File: src/rtl/f_adder_sched.sv
// Issue scheduler for the shared FP adder: arbitrates two requesters, tracks a
// shadow copy of per-stage occupancy, and hands completed results to writeback.
module f_adder_sched #(
    parameter int TAG_W = 4,
    parameter int LAT   = 4,
    parameter bit RR_EN = 1'b1,
    localparam int CNT_W = $clog2(LAT + 1)
) (
    input  logic             clk,
    input  logic             resetn,
    input  logic             req0_valid,
    input  logic [TAG_W-1:0] req0_tag,
    output logic             req0_ready,
    input  logic             req1_valid,
    input  logic [TAG_W-1:0] req1_tag,
    output logic             req1_ready,
    input  logic             flush,
    input  logic             wb_ready,
    output logic             fa_sel,
    output logic [TAG_W+1:0] fa_info,
    input  logic [TAG_W+1:0] fa_info_out,
    output logic             fa_wait,
    output logic             fa_flush,
    output logic             wb_valid,
    output logic             wb_src,
    output logic [TAG_W-1:0] wb_tag,
    output logic [CNT_W-1:0] inflight,
    output logic             idle,
    output logic             mismatch
);
    typedef struct packed {
        logic             vld;
        logic             src;
        logic [TAG_W-1:0] tag;
    } stage_t;

    stage_t [LAT-1:0] stg_q, stg_d;
    stage_t           head, issued;
    logic             last_q, last_d;
    logic             sel_q, sel_d;
    logic             mismatch_q, mismatch_d;
    logic             gnt0, gnt1, any_gnt, can_grant;

    // Only the valid bit of the adder's info_out is cross-checked.
    logic unused_info_out;
    assign unused_info_out = ^fa_info_out[TAG_W+1:1];

    always_comb begin
        head     = stg_q[LAT-1];
        fa_flush = flush;
        wb_valid = head.vld & ~flush;
        wb_src   = head.src;
        wb_tag   = head.tag;
        fa_wait  = head.vld & ~wb_ready & ~flush;

        // Grant is gated by resetn so nothing is accepted while held in reset.
        can_grant = resetn & ~fa_wait & ~flush;
        gnt0 = 1'b0;
        gnt1 = 1'b0;
        if (can_grant) begin
            if (req0_valid && req1_valid) begin
                if (RR_EN) begin
                    gnt0 = last_q;
                    gnt1 = ~last_q;
                end else begin
                    gnt0 = 1'b1;
                end
            end else begin
                gnt0 = req0_valid;
                gnt1 = req1_valid;
            end
        end
        any_gnt    = gnt0 | gnt1;
        req0_ready = gnt0;
        req1_ready = gnt1;

        issued = '0;
        if (any_gnt) begin
            issued.vld = 1'b1;
            issued.src = gnt1;
            issued.tag = gnt1 ? req1_tag : req0_tag;
        end
        fa_info = {issued.tag, issued.src, issued.vld};
        fa_sel  = any_gnt ? gnt1 : sel_q;
        sel_d   = fa_sel;
        last_d  = any_gnt ? gnt1 : last_q;

        stg_d = stg_q;
        if (flush) begin
            stg_d = '0;
        end else if (!fa_wait) begin
            stg_d[0] = issued;
            for (int k = 1; k < LAT; k++) stg_d[k] = stg_q[k-1];
        end

        mismatch_d = mismatch_q | (~flush & ~fa_wait & (head.vld != fa_info_out[0]));
        mismatch   = mismatch_q;

        inflight = '0;
        for (int k = 0; k < LAT; k++) inflight = inflight + CNT_W'(stg_q[k].vld);
        idle = (inflight == '0) & ~any_gnt;
    end

    always_ff @(posedge clk or negedge resetn) begin
        if (!resetn) begin
            stg_q      <= '0;
            last_q     <= 1'b1;
            sel_q      <= 1'b0;
            mismatch_q <= 1'b0;
        end else begin
            stg_q      <= stg_d;
            last_q     <= last_d;
            sel_q      <= sel_d;
            mismatch_q <= mismatch_d;
        end
    end
endmodule

File: config.mk
export PLATFORM = sky130hd
export DESIGN_NAME = f_adder_sched
export DESIGN_NICKNAME = d
export VERILOG_FILES = /design/src/rtl/f_adder_sched.sv
export SDC_FILE = /design/constraint.sdc
export NUM_CORES = 1
export LEC_CHECK = 0
export ABC_AREA = 1
export CAP_MARGIN = 25
export CORE_ASPECT_RATIO = 1.75
export CORE_MARGIN = 4
export CORE_UTILIZATION = 51
export CTS_BUF_LIST = sky130_fd_sc_hd__clkbuf_4 sky130_fd_sc_hd__clkbuf_8
export CTS_CLUSTER_DIAMETER = 200
export DETAILED_ROUTE_END_ITERATION = 8
export PLACE_DENSITY = 0.9
export SLEW_MARGIN = 5
export SYNTH_ARGS = -nofsm -noshare
export SYNTH_HDL_FRONTEND = slang
export SYNTH_SLANG_ARGS = --single-unit
File: constraint.sdc
create_clock -name clk -period 3.7 [get_ports clk]
set_clock_uncertainty 0.1 [all_clocks]
set_input_delay 0.74 -clock clk [delete_from_list [all_inputs] [get_ports clk]]
set_output_delay 0.74 -clock clk [all_outputs]
set_load 0.02 [all_outputs]
Word-level counts from Yosys, hierarchy flattened
Cells that the tools add are included.
W data, S select, Z words.
{"block": "word_totals", "ff_bits": 27, "output_inout_bits": 22, "wordCells": 46}
{"block": "classes", "addsub": 3, "eq_ne": 2, "muxes": 9, "bitwise_logic": 15, "reduce_logical": 2}
{"op": "$mux W24", "count": 2}
{"op": "$and A1 B1 Y1", "count": 8}
{"op": "$mux W6", "count": 1}
{"op": "$mux W1", "count": 5}
{"op": "$not A1 Y1", "count": 5}
{"op": "$mux W4", "count": 1}
{"op": "$add A2 B1 Y3", "count": 1}
{"op": "$add A3 B1 Y3", "count": 1}
{"op": "$logic_not A3 Y1", "count": 1}
{"op": "$add A1 B1 Y2", "count": 1}
{"op": "$ne A2 B2 Y1 const B", "count": 1}
{"op": "$or A1 B1 Y1", "count": 2}
{"op": "$logic_and A1 B1 Y1", "count": 1}
{"op": "$ne A1 B1 Y1", "count": 1}

Depth between registers and ports, before layout
Gate-level depths: netlist (run 1).
{"block": "depth", "ltp_word": 11, "depth_mapped": 7}

Least setup slack after synthesis (run 1)
No wires, ideal clock.
{"block": "synth_path", "path_kind": "reg2out", "startpoint": "register stg_q (netlist bit head[5])", "endpoint": "output idle", "arrival_time_ps": 2200, "t_required_ps": 2860, "slack_ps": 660, "stages_incl_launch_ff": 8, "path_buffers": 0, "cell_sequence": "dfrtp_1 inv_1 fa_1 inv_1 ha_1 ha_1 or3_1 nor2_1"}
{"block": "synth_between", "word_cells_on_any_way": 12}
{"item": "start: declaration", "line_no": "37", "text": "stage_t [LAT-1:0] stg_q, stg_d;"}
{"item": "start signal: assignment", "line_no": "111", "text": "stg_q <= stg_d;"}
{"item": "$add A3 B1 Y3", "line_no": "100", "text": "for (int k = 0; k < LAT; k++) inflight = inflight + CNT_W'(stg_q[k].vld);"}
{"item": "net inflight[1]", "line_no": "27", "text": "output logic [CNT_W-1:0] inflight,"}
{"item": "$logic_not A3 Y1", "line_no": "101", "text": "idle = (inflight == '0) & ~any_gnt;"}
{"item": "$and A1 B1 Y1", "line_no": "101"}
{"item": "end: declaration", "line_no": "28", "text": "output logic idle,"}
The timed path passes the listed nets, and every way through them passes these cells.

Worst setup path in the final report (run 1)
{"block": "layout_path", "startpoint": "input flush", "endpoint": "output fa_info[3]"}
{"block": "layout_between", "elab_chain_len": 8, "word_cells_on_any_way": 10}
{"item": "start: declaration", "line_no": "17", "text": "input logic flush,"}
{"item": "$not A1 Y1 *", "line_no": "54, 57"}
{"item": "$and A1 B1 Y1", "line_no": "54", "text": "fa_wait = head.vld & ~wb_ready & ~flush;"}
{"item": "$not A1 Y1", "line_no": "57", "text": "can_grant = resetn & ~fa_wait & ~flush;"}
{"item": "$and A1 B1 Y1", "line_no": "57"}
{"item": "$and A1 B1 Y1 *", "line_no": "57"}
{"item": "$mux W1", "line_no": "60", "text": "if (can_grant) begin"}
{"item": "$mux W4 or $or A1 B1 Y1 (tied branches)", "line_no": "81, 73"}
{"item": "$mux W6 *", "line_no": "78", "text": "if (any_gnt) begin"}
{"item": "end: declaration", "line_no": "20", "text": "output logic [TAG_W+1:0] fa_info,"}
Every way passes the cells marked *; elsewhere a longest branch is shown, timed or not.

==> impl_metrics.env, run 1 <==
export IMPL_synth_fp_nets=165
export IMPL_design_area_sq_um=1670
export IMPL_core_area_sq_um=2360
export IMPL_ys_types=23
export IMPL_synth_avg_cell_area_sq_um=9.06
export IMPL_most_common_layout_cells="35 x clkdlybuf4s50_1, 30 x inv_1, 26 x nand2_1, 26 x dfrtp_1, 11 x o21ai_0"
export IMPL_tns_ps=0
export IMPL_grtUsageTotal_pct=18.0
export IMPL_p_int_uw=428
export IMPL_gp_congestion=0.755
export IMPL_hold_start="sel_q$_DFF_PN0_"
export IMPL_htree_levels=1
export IMPL_p_leak_nw=0.826
export IMPL_dieHeight_microns=74.4
export IMPL_r2r_start="last_q$_DFFE_PN1N_"
export IMPL_synth_largest_area_cell="dfrtp_1"
export IMPL_critPathLaunch="flush"
export IMPL_hold_viol_final=0
export IMPL_met1_length_microns=991
export IMPL_antenna_found_initial=0
export IMPL_final_common_cell="clkdlybuf4s50_1"
export IMPL_dr_wl_met2_microns=1490
export IMPL_hpwl_microns=2050
export IMPL_grt_max_degree=28
export IMPL_synth_adder_area_share_pct=3.50
export IMPL_synth_xor_area_share_pct=0
export IMPL_route_met3_wl_microns=114
export IMPL_crit_fanout=8
export IMPL_nets=199
export IMPL_netlist_area_sq_um=1290
export IMPL_arrival_ps=2630
export IMPL_synth_top_area_share_pct=50.6
export IMPL_post_cts_setup_buffers=0
export IMPL_first_iter_violations=19
export IMPL_synth_top_family_by_area="simple AND/OR/NAND/NOR gates"
export IMPL_antennaDiodeCount=0
export IMPL_worstHoldPathType="reg -> reg"
export IMPL_globalRouteOverflowTotal=0
export IMPL_slew_headroom_pct=70.5
export IMPL_p_sw_uw=152
export IMPL_worstMarginPinSlew_ps=442
export IMPL_min_period_ps=3470
export IMPL_cts_path_max_buffers=2
export IMPL_avgViaCountPerCell=5.10
export IMPL_vias=1020
export IMPL_std_cell_rows=23
export IMPL_drive_gt1_share_pct=8.00
export IMPL_max_freq_ghz=0.289
export IMPL_powerDensity_nw_per_um2=347
export IMPL_rsz0062_at_grt="false"
export IMPL_cts_tree="built"
export IMPL_status="finished clean"
export IMPL_synth_area_leaders="dfrtp_1 51%, inv_1 8.8%, nand2_1 7.6%"
export IMPL_drv_slew=0
export IMPL_io_buffer_count=36
export IMPL_maxCapViolCount=0
export IMPL_start_kind="primary input"
export IMPL_synth_cells=142
export IMPL_period_share_pct=93.7
export IMPL_routed_top_layer="met4"
export IMPL_drc=0
export IMPL_p_seq_share_pct=53.8
export IMPL_cts_root_buf="clkbuf_8"
export IMPL_initial_core_util_pct=54.5
export IMPL_die_area_sq_um=3420
export IMPL_post_cts_resized_instances=1
export IMPL_required_ps=2860
export IMPL_wl_microns=2630
export IMPL_clkPwrFrac_pct=28.6
export IMPL_ys_seq_elements=27
export IMPL_final_setup_viol_count=0
export IMPL_worst_setup_path_end_kind="output pin"
export IMPL_placed_area_sq_um=1630
export IMPL_path_clk_slew_ps=90
export IMPL_netSwitchingFraction_pct=26.2
export IMPL_grt_first_pass_wirelength_microns=4530
export IMPL_synth_compound_area_share_pct=12.7
export IMPL_pin_count=42
export IMPL_seq_area_frac_synth_pct=52.6
export IMPL_die_w_microns=46.0
export IMPL_synthMuxAreaShare_pct=0
export IMPL_path_class="in -> out"
export IMPL_p_comb_share_pct=17.5
export IMPL_areaGrowthSynthToFinish_pct=30.0
export IMPL_clkLatencyLatePin_ps=270
export IMPL_ir_drop_v=0.000265
export IMPL_clock_sinks=27
export IMPL_first_pass_iters=4
export IMPL_wl_per_cell_microns=13.2
export IMPL_first_global_vias=1125
export IMPL_numCtsBuffers=3
export IMPL_yosys_area_share_simple_pct=16.6
export IMPL_ant_nets=0
export IMPL_hold_buffers=0
export IMPL_yosys_warnings=0
## synth_stat cells
cell,number
inv_1,30
dfrtp_1,26
nand2_1,26
o21ai_0,11
nand3_1,9
o22ai_1,8
buf_4,6
nor2_1,5
o21bai_1,4
buf_2,2
ha_1,2
inv_2,2
a21oi_4,1
buf_6,1
dfstp_2,1
fa_1,1
nand2_4,1
nand3_4,1
nor2_2,1
nor2_4,1
o21ai_1,1
o31ai_1,1
or3_1,1
## metal layers
metal,vias to the layer above,global-route usage [%]
met5,-,0
met4,0,7.91
met3,5,3.15
met2,30,33.7
met1,479,18.1
li1,506,-
## cell type report
type                    count  area, sq um
clock buffers               3         41.3
clock inverters             1         5.00
fillers                   181          688
inverters                  32          120
multi-input cells          74          423
flip-flops and latches     27          677
well taps                  25         31.3
repair buffers             38          374
## flip-flops by register name, summed over array words and instances (netlist names)
signal and flops:
head 1, last_q 1, mismatch 1, sel_q 1
stg_q 18, wb_src 1, wb_tag 4
## path summary, 6_finish.rpt
kind / end / slack [ps] / depth (start not counted)
setup / recovery: fa_info[3] / 230 / 7
hold / removal: sel_q$_DFF_PN0_ / 380 / 2
setup reg to reg: stg_q[2]$_DFFE_PN0P_ / 2280 / 5
hold reg to reg: sel_q$_DFF_PN0_ / 380 / 2
max in group asynchronous: last_q$_DFFE_PN1N_ / 2340 / 2
min in group asynchronous: mismatch$_DFF_PN0_ / 860 / 2
## power groups by stage
stage	combinational [mW]	clock, mW	sequential (mW)
final	0.102	0.166	0.312
after global routing	0.112	0.174	0.314
after CTS	0.103	0.166	0.312
after detailed placement	0.104	0	0.318
after global placement	0.101	0	0.318
after floorplan	0.0548	0	0.317
## kinds of logic after synthesis
family                   Yosys count
AO/OA/AOI/OAI                     26
adder cells (fa/ha/maj)            3
AND/OR/NAND/NOR                   45
buffers and inverters             41
flip-flops                        27
## worst max-delay path, cell delays in order
cell and delay [ps]:
clkdlybuf4s50_1 490, inv_2 170, nand3_4 160, a21oi_4 240
nand3_1 130, inv_1 80, clkdlybuf4s50_1 610
## per-stage QoR
| stage | utilization, % | cells | setup slack [ps] | power (mW) | hold slack (ps) |
|---|---|---|---|---|---|
| global route | 70.8 | 200 | 110 | 0.600 | 404 |
| detailed placement | 68.9 | 196 | 218 | 0.422 | 355 |
| global placement | 68.9 | 196 | 274 | 0.418 | 353 |
| floorplan | - | 142 | 660 | 0.372 | 344 |
| CTS | 70.8 | 200 | 212 | 0.582 | 379 |
| finish | 70.8 | 200 | 234 | 0.580 | 379 |
Note: power is estimated with default switching activity, not from simulation.
==> run 2, diff against run 1 <==
==> constraint.sdc (replaced) <==
create_clock -name clk -period 3.7 [get_ports clk]
set_clock_uncertainty 0.1 [all_clocks]
set_input_delay 0.555 -clock clk [delete_from_list [all_inputs] [get_ports clk]]
set_output_delay 0.555 -clock clk [all_outputs]
set_load 0.02 [all_outputs]
==> impl_metrics.env, run 2 (synthesized netlist as in run 1, its figures left out) <==
export IMPL_tns_ps=0
export IMPL_worstHoldPathType="reg -> reg"
export IMPL_path_class="reg -> out"
export IMPL_ant_nets=0
export IMPL_grt_first_pass_wirelength_microns=4510
export IMPL_hold_start="mismatch$_DFF_PN0_"
export IMPL_drc=0
export IMPL_htree_levels=1
export IMPL_grt_max_degree=28
export IMPL_cts_tree="built"
export IMPL_antenna_found_initial=0
export IMPL_antennaDiodeCount=0
export IMPL_p_sw_uw=147
export IMPL_period_share_pct=95.0
export IMPL_min_delay_path_depth=2
export IMPL_status="finished clean"
export IMPL_crit_fanout=4
export IMPL_fin_cells=200
export IMPL_areaGrowthSynthToFinish_pct=30.3
export IMPL_vias=1001
export IMPL_io_buffer_count=36
export IMPL_p_leak_nw=0.826
export IMPL_hpwl_microns=2070
export IMPL_clock_sinks=27
export IMPL_top_register="stg_q"
export IMPL_largest_reg_flops=18
export IMPL_max_stage_delay_ps=610
export IMPL_path_buf_inv=3
export IMPL_core_area_sq_um=2360
export IMPL_ir_drop_v=0.000247
export IMPL_gp_congestion=0.756
export IMPL_numCtsBuffers=3
export IMPL_netSwitchingFraction_pct=25.0
export IMPL_p_int_uw=439
export IMPL_first_global_vias=1069
export IMPL_die_w_microns=46.0
export IMPL_first_pass_iters=4
export IMPL_place_inst=196
export IMPL_busiest_layer="met2"
export IMPL_cp_slowest_cell="clkdlybuf4s50_1"
export IMPL_avgViaCountPerCell=5.01
export IMPL_wl_microns=2620
export IMPL_min_period_ps=3510
export IMPL_hold_buffers=0
export IMPL_worst_setup_path_end_kind="output pin"
export IMPL_die_area_sq_um=3420
export IMPL_slew_headroom_pct=71.5
export IMPL_maxCapViolCount=0
export IMPL_hold_viol_final=0
export IMPL_post_cts_setup_buffers=0
export IMPL_drv_slew=0
export IMPL_cp_cell_sequence="inv_1 -> fa_1 -> inv_1 -> ha_1 -> ha_1 -> or3_1 -> nor2_1 -> clkdlybuf4s50_1"
export IMPL_clkLatencyLatePin_ps=270
export IMPL_r2r_end="stg_q[2]$_DFFE_PN0P_"
export IMPL_drive_gt1_share_pct=8.00
export IMPL_grt_use_met2_pct=32.2
export IMPL_worstMarginPinSlew_ps=427
export IMPL_pin_count=42
export IMPL_globalRouteOverflowTotal=0
export IMPL_p_seq_share_pct=53.4
export IMPL_reg2reg_slack_ps=2260
export IMPL_wl_per_cell_microns=13.1
export IMPL_grtUsageTotal_pct=17.7
export IMPL_cts_root_buf="clkbuf_8"
export IMPL_critPathLaunch="head[5]$_DFFE_PN0P_"
export IMPL_max_freq_ghz=0.285
export IMPL_clkPwrFrac_pct=29.0
export IMPL_final_setup_viol_count=0
export IMPL_dieHeight_microns=74.4
export IMPL_hold_end="mismatch$_DFF_PN0_"
export IMPL_r2r_start="last_q$_DFFE_PN1N_"
export IMPL_r2r_cells=5
export IMPL_path_clk_slew_ps=90
export IMPL_cts_path_max_buffers=2
export IMPL_rsz0062_at_grt="false"
export IMPL_most_common_layout_cells="36 x clkdlybuf4s50_1, 30 x inv_1, 26 x nand2_1, 26 x dfrtp_1, 11 x o21ai_0"
export IMPL_p_comb_share_pct=17.6
export IMPL_required_ps=3040
export IMPL_post_cts_resized_instances=0
export IMPL_final_common_cell="clkdlybuf4s50_1"
export IMPL_arrival_ps=2860
export IMPL_first_iter_violations=23
export IMPL_initial_core_util_pct=54.5
export IMPL_nets=199
export IMPL_grtUsageMet1_pct=19.5
export IMPL_start_kind="flip-flop"
export IMPL_powerDensity_nw_per_um2=349
export IMPL_std_cell_rows=23
export IMPL_grt_use_met3_pct=2.66
export IMPL_cpLargestDelayFamily="adder cells"
run 2: cell count changes in the layout (fill, tap and decap cells not counted), sizes merged:
cell and delta:
clkdlybuf4s50 +1, dlygate4sd2 -1, clkbuf +1, clkinv -1
run 2: layout make-up:
class                           count  area, sq um
Timing Repair Buffer               38          375
Fill cell                         184          684
Multi-Input combinational cell     74          423
Clock buffer                        4         48.8
Tap cell                           25         31.3
Inverter                           32          120
Sequential cell                    27          677
run 2: worst max path at each step:
| stage | to | slack (ps) | cells after the start |
|---|---|---|---|
| 2_1_floorplan | idle | 850 | 7 |
| 3_3_place_gp | idle | 520 | 8 |
| 3_5_place_dp | idle | 460 | 8 |
| 4_1_cts | idle | 160 | 8 |
| 5_1_grt | idle | 50 | 8 |
| 6_report | idle | 190 | 8 |
run 2: worst min-delay path, delay by kind of cell, from the launching register on:
family | cells | cell delay [ps]
buffers and inverters | 1 | 40
flip-flops | 1 | 350
AO/OA/AOI/OAI | 1 | 50
run 2: layer usage:
metal | vias up | wire (microns)
li1 | 501 | -
met1 | 467 | 972
met2 | 29 | 1470
met3 | 4 | 129
met4 | 0 | 42
met5 | - | 0
run 2: power by group through the flow:
| stage | logic (mW) | registers (mW) | clock network, mW |
|---|---|---|---|
| 2_1_floorplan | 0.0548 | 0.317 | 0 |
| 3_3_place_gp | 0.101 | 0.317 | 0 |
| 3_5_place_dp | 0.104 | 0.318 | 0 |
| 4_1_cts | 0.105 | 0.312 | 0.171 |
| 5_1_grt | 0.113 | 0.314 | 0.185 |
| 6_report | 0.103 | 0.312 | 0.170 |
run 2: per-stage QoR:
| step | cell area [sq um] | utilization (%) | setup slack (ps) | power [mW] | hold WS, ps |
|---|---|---|---|---|---|
| CTS | 1680 | 71.0 | 161 | 0.588 | 376 |
| detailed placement | 1630 | 68.9 | 465 | 0.422 | 356 |
| global route | 1680 | 71.0 | 47.7 | 0.611 | 407 |
| floorplan | 1290 | - | 845 | 0.372 | 159 |
| global placement | 1630 | 68.9 | 520 | 0.418 | 353 |
| finish | 1680 | 71.0 | 185 | 0.585 | 372 |
==> RTL change 1 (flow settings as in run 2) <==
Set the parameter `RR_EN` to 1'b0 (it was 1'b1).
--- a/src/rtl/f_adder_sched.sv
+++ b/src/rtl/f_adder_sched.sv
@@ -4,5 +4,5 @@
     parameter int TAG_W = 4,
     parameter int LAT   = 4,
-    parameter bit RR_EN = 1'b1,
+    parameter bit RR_EN = 1'b0,
     localparam int CNT_W = $clog2(LAT + 1)
 ) (
Function: changed (Yosys sat finds a counterexample within 4 cycles, from zero or initial values and one cycle with resetn low).
==> RTL change 1 against run 2 <==
Global-route usage fell by 1.6 points; sequential cell count fell by 1; routed wire length rose by 0.54%; largest power group unchanged; power fell by 1.9%; area after synthesis rose by 3.9%; sequential power fell by 6%; count of clock-buffer cells in the layout did not move; design area rose by 3.1%; die area rose by 3.3%; worst setup slack got worse by 0.075 ns.
==> RTL change 1: results (changes against run 2) <==
Finish
  – Storage element area: 651 sq um (-3.9%)
  – Largest register FFs: 18 (unchanged)
  – Nets: 199 (unchanged)
  – Layout cell share with drive strength beyond 1: 18.3% (+10 points)
  – Ant. Diodes: 0 (unchanged)
  – Fillers: 188 (+2.2%)

Pwr
  – VDD IR max: 289 uV (+17%)
  – Leakage power: 0.856 nW (+3.6%)

Global route
  – GRT Util Overall: 16.1% (-1.6 points)
  – Global-route wire length before repair: 4170 um (-7.5%)
  – Vias in the first global route: 998 (-6.6%)
  – Largest net degree at the start of global routing: 23 (-18%)

CTS
  – Setup Buffers After CTS: 0 (unchanged)
  – Clock Latency Late Sink: 0.27 ns (about the same)
  – H-tree Lvls: 1 (unchanged)
  – TritonCTS Buffers: 3 (unchanged)
  – CTS root buf: clkbuf_8
  – Quantity of gates resized following cts: 0 (unchanged)
  – Worst-path clk slew: 0.09 ns (about the same)

Drt
  – WL per Instance: 13.1 um (about the same)
  – Routed Wire Length: 2630 um (+0.54%)
  – Drt first pass iters: 4 (unchanged)
  – Via density: 5.05 (+0.89%)
  – Initial DRC Count: 20 (-13%)

Synthesis
  – Syn avg cell area: 9.48 sq um (+4.6%)
  – Top area cells in the synthesized netlist: dfrtp_1, inv_1, o22ai_2, nand2_1, buf_4
  – Register area share after synthesis: 48.7% (-3.9 points)
  – Ys async rst share: 100% (unchanged)
  – Distinct cell type count after synthesis: 26 (+13%)
  – Post-synth top cells: inv_1, dfrtp_1, nand2_1
  – Ys flop type: dfrtp_1
  – Post-Syn Nets: 164 (-0.61%)
  – Yosys synthesis warning count: 0 (unchanged)

Place
  – DP Wirelength: 2050 um (-0.84%)
  – IO buf count: 36 (unchanged)
  – RePlAce Congestion: 0.754 (-0.37%)

Timing
  – Slew @ Worst Pin: 0.273 ns (-0.154 ns)

Critical path
  – Crit path max-delay family: adder cells
  – CP max stage cell: clkdlybuf4s50_1
  – CP max stage delay: 0.63 ns (+0.02 ns)
  – Max Fanout on Critical Path: 5 (+1)

Run status
  – Status: complete, no violations
==> RTL change 1: cell type report <==
type | instances | area share (%)
well taps | 26 | 1.88
clock buffers | 4 | 3.19
repair buffers | 39 | 22.2
flip-flops and latches | 26 | 37.7
inverters | 38 | 8.40
multi-input cells | 68 | 26.7
==> RTL change 1: through the flow <==
stage	hold WS, ns	worst slack (ns)	instance area, sq um
after floorplan	0.159	0.856	1340
after global placement	0.350	0.538	1670
after detailed placement	0.357	0.407	1670
after CTS	0.377	0.0947	1730
after global routing	0.404	0.0268	1730
final	0.374	0.110	1730
==> RTL change 1: worst reg2reg max path: stages, from the launching register on <==
cell,delay [ns]
dfrtp_1,0.46
a21oi_2,0.21
buf_4,0.21
nand4_1,0.10
nand3_1,0.13
nand2_1,0.06
==> RTL change 1: worst paths after layout <==
| path | cells past startpoint | to | slack [ns] | start |
|---|---|---|---|---|
| worst max-delay path | 8 | idle | 0.11 | head[5] |
| worst min-delay path | 2 | sel_q | 0.37 | sel_q |
| worst max register to register | 5 | stg_q[0] | 2.33 | head[5] |
| worst min register to register | 2 | sel_q | 0.37 | sel_q |
| max in group asynchronous | 2 | wb_tag[2] | 2.64 | resetn |
| min in group asynchronous | 2 | sel_q | 0.57 | resetn |
==> RTL change 1: cell families after synthesis <==
| logic type | count (synthesis) | synth area share, % |
|---|---|---|
| AOI/OAI and AO/OA | 23 | 15.6 |
| adders and majority gates | 3 | 3.37 |
| buffers and inverters | 47 | 16.8 |
| DFF | 26 | 48.7 |
| and+or+nand+nor | 42 | 15.5 |
==> RTL change 1: per-layer routing <==
metal	routed length (um)	part of all wire, %	vias up	GRT usage [%]
li1	-	-	495	-
met1	1030	39	477	17.7
met2	1410	54	34	29.8
met3	113	4.3	9	0.946
met4	82	3.1	0	8.31
met5	0	0	-	0
==> RTL change 1: power breakdown <==
group | internal, mW | switching [mW]
registers | 0.291 | 0.00292
clock network | 0.0953 | 0.0880
logic | 0.0440 | 0.0524
==> RTL change 2 (settings of run 2) <==
Made on the original files. Make the reset (`resetn`) synchronous in one clocked block.
--- a/src/rtl/f_adder_sched.sv
+++ b/src/rtl/f_adder_sched.sv
@@ -102,5 +102,5 @@
     end
 
-    always_ff @(posedge clk or negedge resetn) begin
+    always_ff @(posedge clk) begin
         if (!resetn) begin
             stg_q      <= '0;
Formal check against the unedited RTL: differs if resetn is asserted again (counterexample within 4 cycles, from zero or initial values and one cycle with resetn low); with resetn held inactive, the same outputs for 10 cycles.
==> RTL change 2 against run 2 <==
Routed wire length shrank 3.8%; design area down 3.6%; worst hold slack lost 0.013 ns; worst setup slack gained 0.10 ns; non-clock buffer count down 2; first-iteration DRC count fell by 30%; maximum frequency is 2.9% higher; area after synthesis is 2.6% lower; sequential cell count unchanged; power is 7.1% lower; critical path type unchanged; largest power group unchanged.
==> RTL change 2: results (changes against run 2) <==
Run status
  – Status: complete, no violations

Critical path
  – Critical Path RT: 3.04 ns (about the same)
  – Max Fanout on Critical Path: 3 (-1)

CTS
  – Max clock buf depth: 2 (unchanged)
  – Clock Latency Late Sink: 0.28 ns
  – CTS root buf: clkbuf_8
  – Setup Buffers After CTS: 0 (unchanged)
  – H-tree Lvls: 1 (unchanged)
  – Quantity of gates resized following cts: 0 (unchanged)
  – Worst-path clk slew: 0.10 ns
  – TritonCTS Buffers: 3 (unchanged)

Synthesis
  – Post-synthesis xor/xnor area fraction: 0.699% (+0.70 points)
  – Register area share after synthesis: 43.2% (-9.5 points)
  – Synth Area in Adders: 3.60% (+0.094 points)
  – Ys async rst share: 0% (-100 points)
  – Yosys synthesis warning count: 0 (unchanged)
  – Compound-Gate Fraction of Synth Area: 17.6% (+4.8 points)
  – Post-synth top cells: nand2_1, dfxtp_1, a21oi_1
  – Mux cell area share after synthesis: 0% (unchanged)
  – Cells after Synth: 149 (+4.9%)
  – Top area cells in the synthesized netlist: dfxtp_1, nand2_1, a21oi_1, inv_1, buf_4
  – Post-Syn Nets: 172 (+4.2%)
  – Distinct cell type count after synthesis: 28 (+22%)

Global route
  – Vias in the first global route: 1055 (-1.3%)
  – GRT Util Overall: 16.9% (-0.75 points)
  – Global-route wire length before repair: 4220 um (-6.3%)
  – Largest net degree at the start of global routing: 24 (-14%)
  – Antenna violations before repair: 0 (unchanged)

Worst hold path
  – Hold crit path type: flip-flop to flip-flop

Drt
  – Routed Wire Length: 2520 um (-3.8%)
  – Initial DRC Count: 16 (-30%)
  – Drt first pass iters: 4 (unchanged)
  – Via density: 5.07 (+1.3%)
  – Antenna-violating nets left: 0 (unchanged)
  – Vias: 1029 (+2.8%)

Finish
  – Fillers: 183 (-0.54%)
  – Most flops, register: stg_q
  – Nets: 202 (+1.5%)
  – Ant. Diodes: 0 (unchanged)
  – Layout cell share with drive strength beyond 1: 14.0% (+6.0 points)
  – Largest register FFs: 18 (unchanged)

Pwr
  – Leakage power: 0.685 nW (-17%)
  – VDD IR max: 315 uV (+27%)

Job
  – Max-cap violations: 0 (unchanged)

Place
  – DP Wirelength: 1940 um (-6.2%)
  – Area after DPL: 1570 sq um (-3.7%)
  – Placement Setup Slack: 0.476 ns (+0.0111 ns)
  – RePlAce Congestion: 0.684 (-9.6%)
  – IO buf count: 36 (unchanged)

Timing
  – Worst slew margin: 80.1% (+8.6 points)
RTL change 2: final cells by class:
cell class / instances / area [sq um] / share of cell area (%)
Tap cell: 25 / 31.3 / 1.94
Sequential cell: 27 / 541 / 33.5
Clock inverter: 1 / 7.51 / 0.465
Inverter: 20 / 75.1 / 4.65
Clock buffer: 3 / 41.3 / 2.56
Timing Repair Buffer: 36 / 360 / 22.3
Multi-Input combinational cell: 91 / 559 / 34.6
RTL change 2: worst paths after layout:
path,start,end,slack [ns],cells past startpoint
setup reg to reg,head[5],stg_q[0],2.18,6
setup / recovery,head[5],idle,0.28,7
hold / removal,stg_q[13],stg_q[13],0.36,2
hold reg to reg,stg_q[13],stg_q[13],0.36,2
RTL change 2: worst max-delay path, stage by stage (launching register included):
cell and delay (ns):
dfxtp_1 0.39, inv_2 0.10, fa_1 0.49, inv_1 0.04
ha_1 0.17, ha_1 0.31, nor4_2 0.31, clkdlybuf4s50_1 0.67
RTL change 2: logic make-up (layout without fill, tap and decap cells):
| group | after synthesis | after routing |
|---|---|---|
| AOI/OAI and AO/OA | 37 | 37 |
| xor gates and xnor gates | 1 | 1 |
| adders and majority gates | 3 | 3 |
| buffers and inverters | 31 | 60 |
| DFF | 27 | 27 |
| and+or+nand+nor | 50 | 50 |
RTL change 2: where the power goes:
part | leakage [nW] | switching [mW] | internal, mW
clock | 0.0217 | 0.0972 | 0.0766
combinational | 0.445 | 0.0381 | 0.0359
sequential | 0.218 | 0.00184 | 0.294
total | 0.685 | 0.137 | 0.407
RTL change 2: layer usage:
metal | vias up | track usage, % | share of wire [%]
met5 | - | 0 | 0
li1 | 527 | - | -
met2 | 28 | 30.3 | 54
met3 | 4 | 4.41 | 5.2
met4 | 0 | 6.51 | 1.8
met1 | 470 | 17.8 | 39
